`config.mk`:
```
export PLATFORM = sky130hd
export DESIGN_NAME = cpu_fetch
export DESIGN_NICKNAME = d
export VERILOG_FILES = /design/src/rtl/cpu_fetch.sv
export SDC_FILE = /design/constraint.sdc
export NUM_CORES = 1
export LEC_CHECK = 0
export BUFFER_PORTS_ARGS = -buffer_cell sky130_fd_sc_hd__buf_2
export CAP_MARGIN = 20
export CELL_PAD_IN_SITES_DETAIL_PLACEMENT = 0
export CELL_PAD_IN_SITES_GLOBAL_PLACEMENT = 1
export CORE_ASPECT_RATIO = 1.75
export CORE_UTILIZATION = 36
export CTS_BUF_LIST = sky130_fd_sc_hd__clkbuf_4 sky130_fd_sc_hd__clkbuf_8 sky130_fd_sc_hd__clkbuf_16
export CTS_CLUSTER_SIZE = 40
export DETAILED_ROUTE_END_ITERATION = 8
export PLACE_DENSITY = 0.91
export SYNTH_ARGS = -nofsm -noshare
export SYNTH_HDL_FRONTEND = slang
export SYNTH_SLANG_ARGS = --single-unit
```
`constraint.sdc`:
```
create_clock -name clk -period 2.15 [get_ports clk]
set_clock_uncertainty 0.15 [all_clocks]
set_input_delay 0.1075 -clock clk [delete_from_list [all_inputs] [get_ports clk]]
set_output_delay 0.1075 -clock clk [all_outputs]
set_load 0.1 [all_outputs]
```
`src/rtl/cpu_fetch.sv`:
```
// Instruction fetch stage for the 2A03 core: reads opcode/operand bytes over a
// zero-wait-state bus and hands one complete instruction to decode per handshake.

package cpu_types;
    typedef logic [7:0] opcode_t;
endpackage

module cpu_fetch #(
    parameter logic [15:0] RST_PC = 16'hC000
) (
    input  logic                clk,
    input  logic                rst,
    output logic                mem_ren,
    output logic [15:0]         mem_addr,
    input  logic [7:0]          mem_rdata,
    output logic                ins_valid,
    input  logic                ins_ready,
    output cpu_types::opcode_t  ins_opcode,
    output logic [7:0]          ins_op1,
    output logic [7:0]          ins_op2,
    output logic [1:0]          ins_len,
    output logic [15:0]         ins_pc,
    input  logic                redir_en,
    input  logic [15:0]         redir_pc
);

    typedef enum logic [2:0] {
        ISSUE,
        RECV_OPC,
        RECV_OP1,
        RECV_OP2,
        HOLD
    } state_t;

    state_t             state_q, state_d;
    logic [15:0]        fpc_q, fpc_d;
    cpu_types::opcode_t opcode_q, opcode_d;
    logic [7:0]         op1_q, op1_d;
    logic [7:0]         op2_q, op2_d;
    logic [1:0]         len_q, len_d;
    logic [15:0]        pc_q, pc_d;
    logic               rd_en;
    logic [1:0]         rdata_len;

    // Instruction length from the cc/bbb fields of the 6502 opcode map.
    function automatic logic [1:0] op_len(input cpu_types::opcode_t op);
        logic [2:0] bbb;
        bbb = op[4:2];
        op_len = 2'd1;
        case (op[1:0])
            2'b01: op_len = (bbb == 3'b011 || bbb == 3'b110 || bbb == 3'b111) ? 2'd3 : 2'd2;
            2'b10: begin
                case (bbb)
                    3'b000, 3'b001, 3'b101: op_len = 2'd2;
                    3'b011, 3'b111:         op_len = 2'd3;
                    default:                op_len = 2'd1;
                endcase
            end
            2'b00: begin
                case (bbb)
                    3'b001, 3'b100, 3'b101: op_len = 2'd2;
                    3'b011, 3'b111:         op_len = 2'd3;
                    3'b010, 3'b110:         op_len = 2'd1;
                    default: begin
                        case (op[7:5])
                            3'b000:         op_len = 2'd2;
                            3'b001:         op_len = 2'd3;
                            3'b010, 3'b011: op_len = 2'd1;
                            default:        op_len = 2'd2;
                        endcase
                    end
                endcase
            end
            default: op_len = 2'd1;
        endcase
    endfunction

    assign rdata_len = op_len(mem_rdata);

    always_comb begin
        state_d  = state_q;
        fpc_d    = fpc_q;
        opcode_d = opcode_q;
        op1_d    = op1_q;
        op2_d    = op2_q;
        len_d    = len_q;
        pc_d     = pc_q;
        rd_en    = 1'b0;
        if (redir_en) begin
            // Redirect beats any pending read; a completing handshake still
            // counts, the consumer has already taken the held instruction.
            fpc_d   = redir_pc;
            state_d = ISSUE;
        end else begin
            case (state_q)
                ISSUE: begin
                    rd_en   = 1'b1;
                    fpc_d   = fpc_q + 16'd1;
                    pc_d    = fpc_q;
                    state_d = RECV_OPC;
                end
                RECV_OPC: begin
                    opcode_d = mem_rdata;
                    op1_d    = '0;
                    op2_d    = '0;
                    len_d    = rdata_len;
                    if (rdata_len == 2'd1) begin
                        state_d = HOLD;
                    end else begin
                        rd_en   = 1'b1;
                        fpc_d   = fpc_q + 16'd1;
                        state_d = RECV_OP1;
                    end
                end
                RECV_OP1: begin
                    op1_d = mem_rdata;
                    if (len_q == 2'd2) begin
                        state_d = HOLD;
                    end else begin
                        rd_en   = 1'b1;
                        fpc_d   = fpc_q + 16'd1;
                        state_d = RECV_OP2;
                    end
                end
                RECV_OP2: begin
                    op2_d   = mem_rdata;
                    state_d = HOLD;
                end
                HOLD: begin
                    if (ins_ready) begin
                        rd_en   = 1'b1;
                        fpc_d   = fpc_q + 16'd1;
                        pc_d    = fpc_q;
                        state_d = RECV_OPC;
                    end
                end
                default: state_d = ISSUE;
            endcase
        end
    end

    always_ff @(posedge clk) begin
        if (rst) begin
            state_q  <= ISSUE;
            fpc_q    <= RST_PC;
            opcode_q <= '0;
            op1_q    <= '0;
            op2_q    <= '0;
            len_q    <= '0;
            pc_q     <= '0;
        end else begin
            state_q  <= state_d;
            fpc_q    <= fpc_d;
            opcode_q <= opcode_d;
            op1_q    <= op1_d;
            op2_q    <= op2_d;
            len_q    <= len_d;
            pc_q     <= pc_d;
        end
    end

    assign mem_ren    = rd_en && !rst;
    assign mem_addr   = fpc_q;
    assign ins_valid  = (state_q == HOLD);
    assign ins_opcode = opcode_q;
    assign ins_op1    = op1_q;
    assign ins_op2    = op2_q;
    assign ins_len    = len_q;
    assign ins_pc     = pc_q;

endmodule

```
# Word-level counts from Yosys, hierarchy flattened
# Index checks and enable logic that the tools add are counted.
# W data, S select, Z words.
totals:
  register_bits: 61
  in_bits: 28
  out_inout_bits: 60
  word_cells: 76
op_classes:
  addsub: 1
  eq_ne: 22
  n_mux: 23
  bitwise: 1
  n_reduce_logical: 22
op_table:
  columns: ["cell", "count"]
  rows:
  - ["$mux W16", 5]
  - ["$pmux W16 S4", 1]
  - ["$pmux W16 S2", 1]
  - ["$pmux W8 S2", 2]
  - ["$eq A3 B2 Y1 const B", 6]
  - ["$add A16 B1 Y16 const B", 1]
  - ["$eq A3 B3 Y1 const B", 5]
  - ["$pmux W3 S5", 1]
  - ["$pmux W2 S3", 2]
  - ["$eq A3 B1 Y1 const B", 3]
  - ["$mux W3", 3]
  - ["$pmux W2 S2", 2]
  - ["$reduce_or A2 Y1", 4]
  - ["$logic_not A3 Y1", 2]
  - ["$ne A3 B3 Y1 const B", 2]
  - ["$reduce_and A2 Y1", 3]
  - ["$reduce_bool A2 Y1", 3]
  - ["$reduce_or A3 Y1", 2]
  - ["$mux W1", 5]
  - ["$reduce_bool A5 Y1", 1]
  - ["$eq A2 B1 Y1 const B", 2]
  - ["$eq A2 B2 Y1 const B", 2]
  - ["$pmux W1 S4", 1]
  - ["$reduce_and A4 Y1", 1]
  - ["8 further kinds", 9]

# Depth between registers and ports, before layout
logic_depth:
  word_depth: 10
  depth_mapped: 8
  mapped_depth_nobuf: 6

# Worst setup path after synthesis
# OpenSTA, ideal clock, no wires.
synth_timing:
  path_type: "reg-to-output"
  start: "register state_q[1]"
  end: "output port ins_valid"
  arrival_ns: 2.644
  t_required_ns: 1.893
  path_slack_ns: -0.751
  path_stages_with_launch: 4
  path_buffers: 2
  path_cell_list: "dfxtp_1 -> buf_6 -> clkbuf_1 -> nor3_1"
synth_via:
  elab_chain_cells: 1
synth_rtl:
  columns: ["item", "line", "source"]
  rows:
  - ["from (decl)", "35", "state_t state_q, state_d;"]
  - ["from (signal assigned)", "152", "state_q <= state_d;"]
  - ["$eq A3 B3 Y1", "164", "assign ins_valid = (state_q == HOLD);"]
  - ["to (decl)", "16", "output logic ins_valid,"]
# Every way passes these cells.

# Worst setup path after layout
layout_timing:
  start: "input port mem_rdata[3]"
  end: "output port mem_ren"
layout_via:
  elab_chain_cells: 10
  elab_cells_between_ends: 23
  classes_between: "eq/ne (8); mux (7); reduce/logical (8)"
layout_rtl:
  columns: ["item", "line", "source"]
  rows:
  - ["from (decl)", "15", "input logic [7:0] mem_rdata,"]
  - ["parallel branches: the longest is 4 deep, another holds $eq A3 B1 Y1", null, null]
  - ["$pmux W2 S3 *", "50", "case (op[1:0])"]
  - ["$eq A2 B1 Y1 *", "107", "if (rdata_len == 2'd1) begin"]
  - ["$mux W1 *", "107", null]
  - ["$pmux W1 S4 *", "95", "case (state_q)"]
  - ["$mux W1 *", "89", "if (redir_en) begin"]
  - ["$logic_and A1 B1 Y1 *", "162", "assign mem_ren = rd_en && !rst;"]
  - ["to (decl)", "13", "output logic mem_ren,"]
# Mark *: on every way between the ends.

==> impl_metrics.ini <==
[global_route]
grt_remaining_overflow = 0
grt_max_degree = 29
grtUsageTotal_pct = 20.8
grt_pass1_wl_um = 11900
antenna_found_initial = 0
grt_pass1_vias = 2591

[logic_synthesis]
synth_edf_count = 0
synth_top_family_by_area = simple AND/OR/NAND/NOR gates
synthTopCellsByArea = dfxtp_1 (46%), nand2_1 (10%), a21oi_1 (8.4%), nor2_1 (3.0%), a22o_1 (2.7%)
synthMuxAreaShare_pct = 0.810
async_reset_ff_share_pct = 0
synth.ff_latch_count = 61
synth.distinct_cells = 43
synth.most_common_cell = nand2_1
avgSynthCellArea_um2 = 8.06
yosys.area.top_type = dfxtp_1
synth_compound_area_share_pct = 20.3
ys.warnings.count = 0
synth_top_area_share_pct = 46.5
synth_area_mm2 = 0.00263
ys.flop_type = dfxtp_1
synth_xor_xnor_area_share_pct = 3.33
synth_nets = 355
synth_common_cells = nand2_1 (73), dfxtp_1 (61), a21oi_1 (44)
synthAdderAreaFrac_pct = 0.476
synthSimpleGateAreaFrac_pct = 24.0
yosysSeqAreaShare_pct = 46.5
synthCells = 326

[clock_network]
clockRootBuffer = clkbuf_16
htree_levels = 3
numCtsBuffers = 9
clk_pin_slew_worst_paths_ns = 0.05
clockBufferDepth = 2
clkLatencyLatePin_ns = 0.33
cts_tree = built
cts.sinks = 61

[sta]
tightest_slew_ns = 0.504
setup_viol = 0
clock.fmax_mhz = 480
hold_viol = 0
fin_crit_sh_pct = 96.9
relSlewSlack_pct = 66.6
drv_slew = 0
period_minus_slack_ns = 2.08
fin_tns_setup_ns = 0

[die]
chipWidth_um = 66.6
start_util_pct = 37.8
io_pins = 88
rows = 40
dieArea_mm2 = 0.00765
die_y_um = 115
core_mm2 = 0.00696

[route]
routedWlPerCell_um = 14.2
drc_errors = 0
drtIter0Drc = 178
firstDrtPassIters = 4
vias = 2743
routed_via_density = 5.17
routed_wl_um = 7530
antenna_left = 0

[power]
leakage_nw = 1.66
ir_drop_uv = 530
total_power_mw = 3.51
power_density_mw_per_mm2 = 917

[setup_path]
rr_startpoint = state_q[1]
critPathArrivalTime_ns = 1.83
r2r_cells = 8
crit_start = mem_rdata[3]
cp_max_fo = 7
r2r_end = mem_addr[3]
cp.required_ns = 1.89
critical_path_class = in2out
r2r_slack_ns = 0.16
critPathCapture = mem_ren
end_kind = output pin
startpoint_type = input port

[layout]
area_delta_synth_final_pct = 45.8
antennaDiodeCount = 0
nFillCells = 633
design_area_mm2 = 0.00383
drive_above_1_share_pct = 32.2
fin_nets = 472

[hold_path]
min_path_type = in2reg

[place]
io_buffer_count = 87
dp_hpwl_um = 5250
placed_cell_area_mm2 = 0.00322
gp_congestion = 0.861

[run_status]
status = complete, no violations

[job]
drv_cap = 0
==> layout make-up <==
type,instances,area (um^2),share of cell area (%)
repair buffers,126,802,20.9
well taps,84,105,2.75
clock inverters,3,65.1,1.70
flip-flops and latches,61,1240,32.5
clock buffers,12,278,7.25
multi-input cells,237,1300,34.1
inverters,8,30.0,0.784
==> where the power goes <==
part / internal (mW) / total [mW] / switching, mW
registers: 1.18 / 1.23 / 0.0510
logic: 0.161 / 0.659 / 0.498
clock network: 1.14 / 1.62 / 0.482
total: 2.48 / 3.51 / 1.03
==> layer usage <==
| layer | track usage, % | share of wire (%) |
|---|---|---|
| met2 | 37.5 | 53 |
| met4 | 13.0 | 3.1 |
| met1 | 21.4 | 39 |
| met5 | 0 | 0 |
| met3 | 3.47 | 4.9 |
==> what timing repair did <==
action                                  in CTS  in global routing
buffers inserted                             0                  3
endpoints found under the hold margin       37                  0
hold buffers                                23                  0
resized for setup                            0                  1
endpoints found under the setup margin       0                  1
==> through the flow <==
stage,cells,setup slack [ns],utilization [%],hold WS [ns]
CTS,527,0.0247,54.6,0.0108
detailed placement,489,0.174,46.3,0.184
global placement,489,0.242,46.3,0.180
finish,531,0.0666,55.0,0.00751
floorplan,326,0.00348,-,0.0800
global route,531,-0.00107,55.0,0.0148
==> registers in the layout (all words and copies together), names as in the netlist <==
signal / count
ins_pc: 16
state_q: 3
ins_op1: 8
ins_opcode: 8
ins_len: 2
mem_addr: 16
ins_op2: 8
==> critical path, stage by stage <==
cell and delay [ns]:
dlygate4sd3_1 0.53, buf_2 0.17, o21ai_0 0.24, a32o_2 0.28, buf_6 0.15, o211a_4 0.17, buf_12 0.17
==> cell usage in the layout, fill, tap and decap left out, types with 2 or more instances in the layout <==
cell           synthesis  final
a21oi_1               44     44
bufinv_16              0      2
buf_2                  6     86
o21ai_0               12     12
clkbuf_8               0      2
xor2_1                 8      8
xnor2_1                2      2
nand2b_1               2      2
o21a_1                 2      2
dlygate4sd3_1          0     23
nor4_1                 5      4
nand4_1                6      6
nor2b_1                2      2
nor3_1                 5      4
nor2_1                21     21
inv_1                  7      7
clkbuf_16              0     10
dfxtp_2                0     10
nor3_2                 1      2
a22o_1                 8      8
a311oi_1               2      2
dfxtp_1               61     48
nand2_1               73     73
buf_4                  0     14
a211oi_1               7      7
and3_1                 3      3
dfxtp_4                0      3
nand3_1               13     13
or3_1                  3      3
==> kinds of logic after synthesis <==
kind of cell,Yosys count
simple gates,139
compound gates,85
xor+xnor,10
fa+ha+maj,1
buf+inv,28
flops,61
mux,2
==> how the worst min path moves through the flow <==
stage / start / endpoint / slack (ns) / cells past startpoint
2_1_floorplan: redir_pc[14] / mem_addr[14] / 0.08 / 2
6_report: redir_pc[15] / mem_addr[15] / 0.008 / 3
5_1_grt: redir_pc[15] / mem_addr[15] / 0.01 / 3
3_3_place_gp: redir_pc[7] / mem_addr[7] / 0.18 / 2
4_1_cts: mem_rdata[1] / ins_op2[1] / 0.01 / 3
3_5_place_dp: redir_pc[7] / mem_addr[7] / 0.18 / 2
Power figures use the tool's default switching activity.
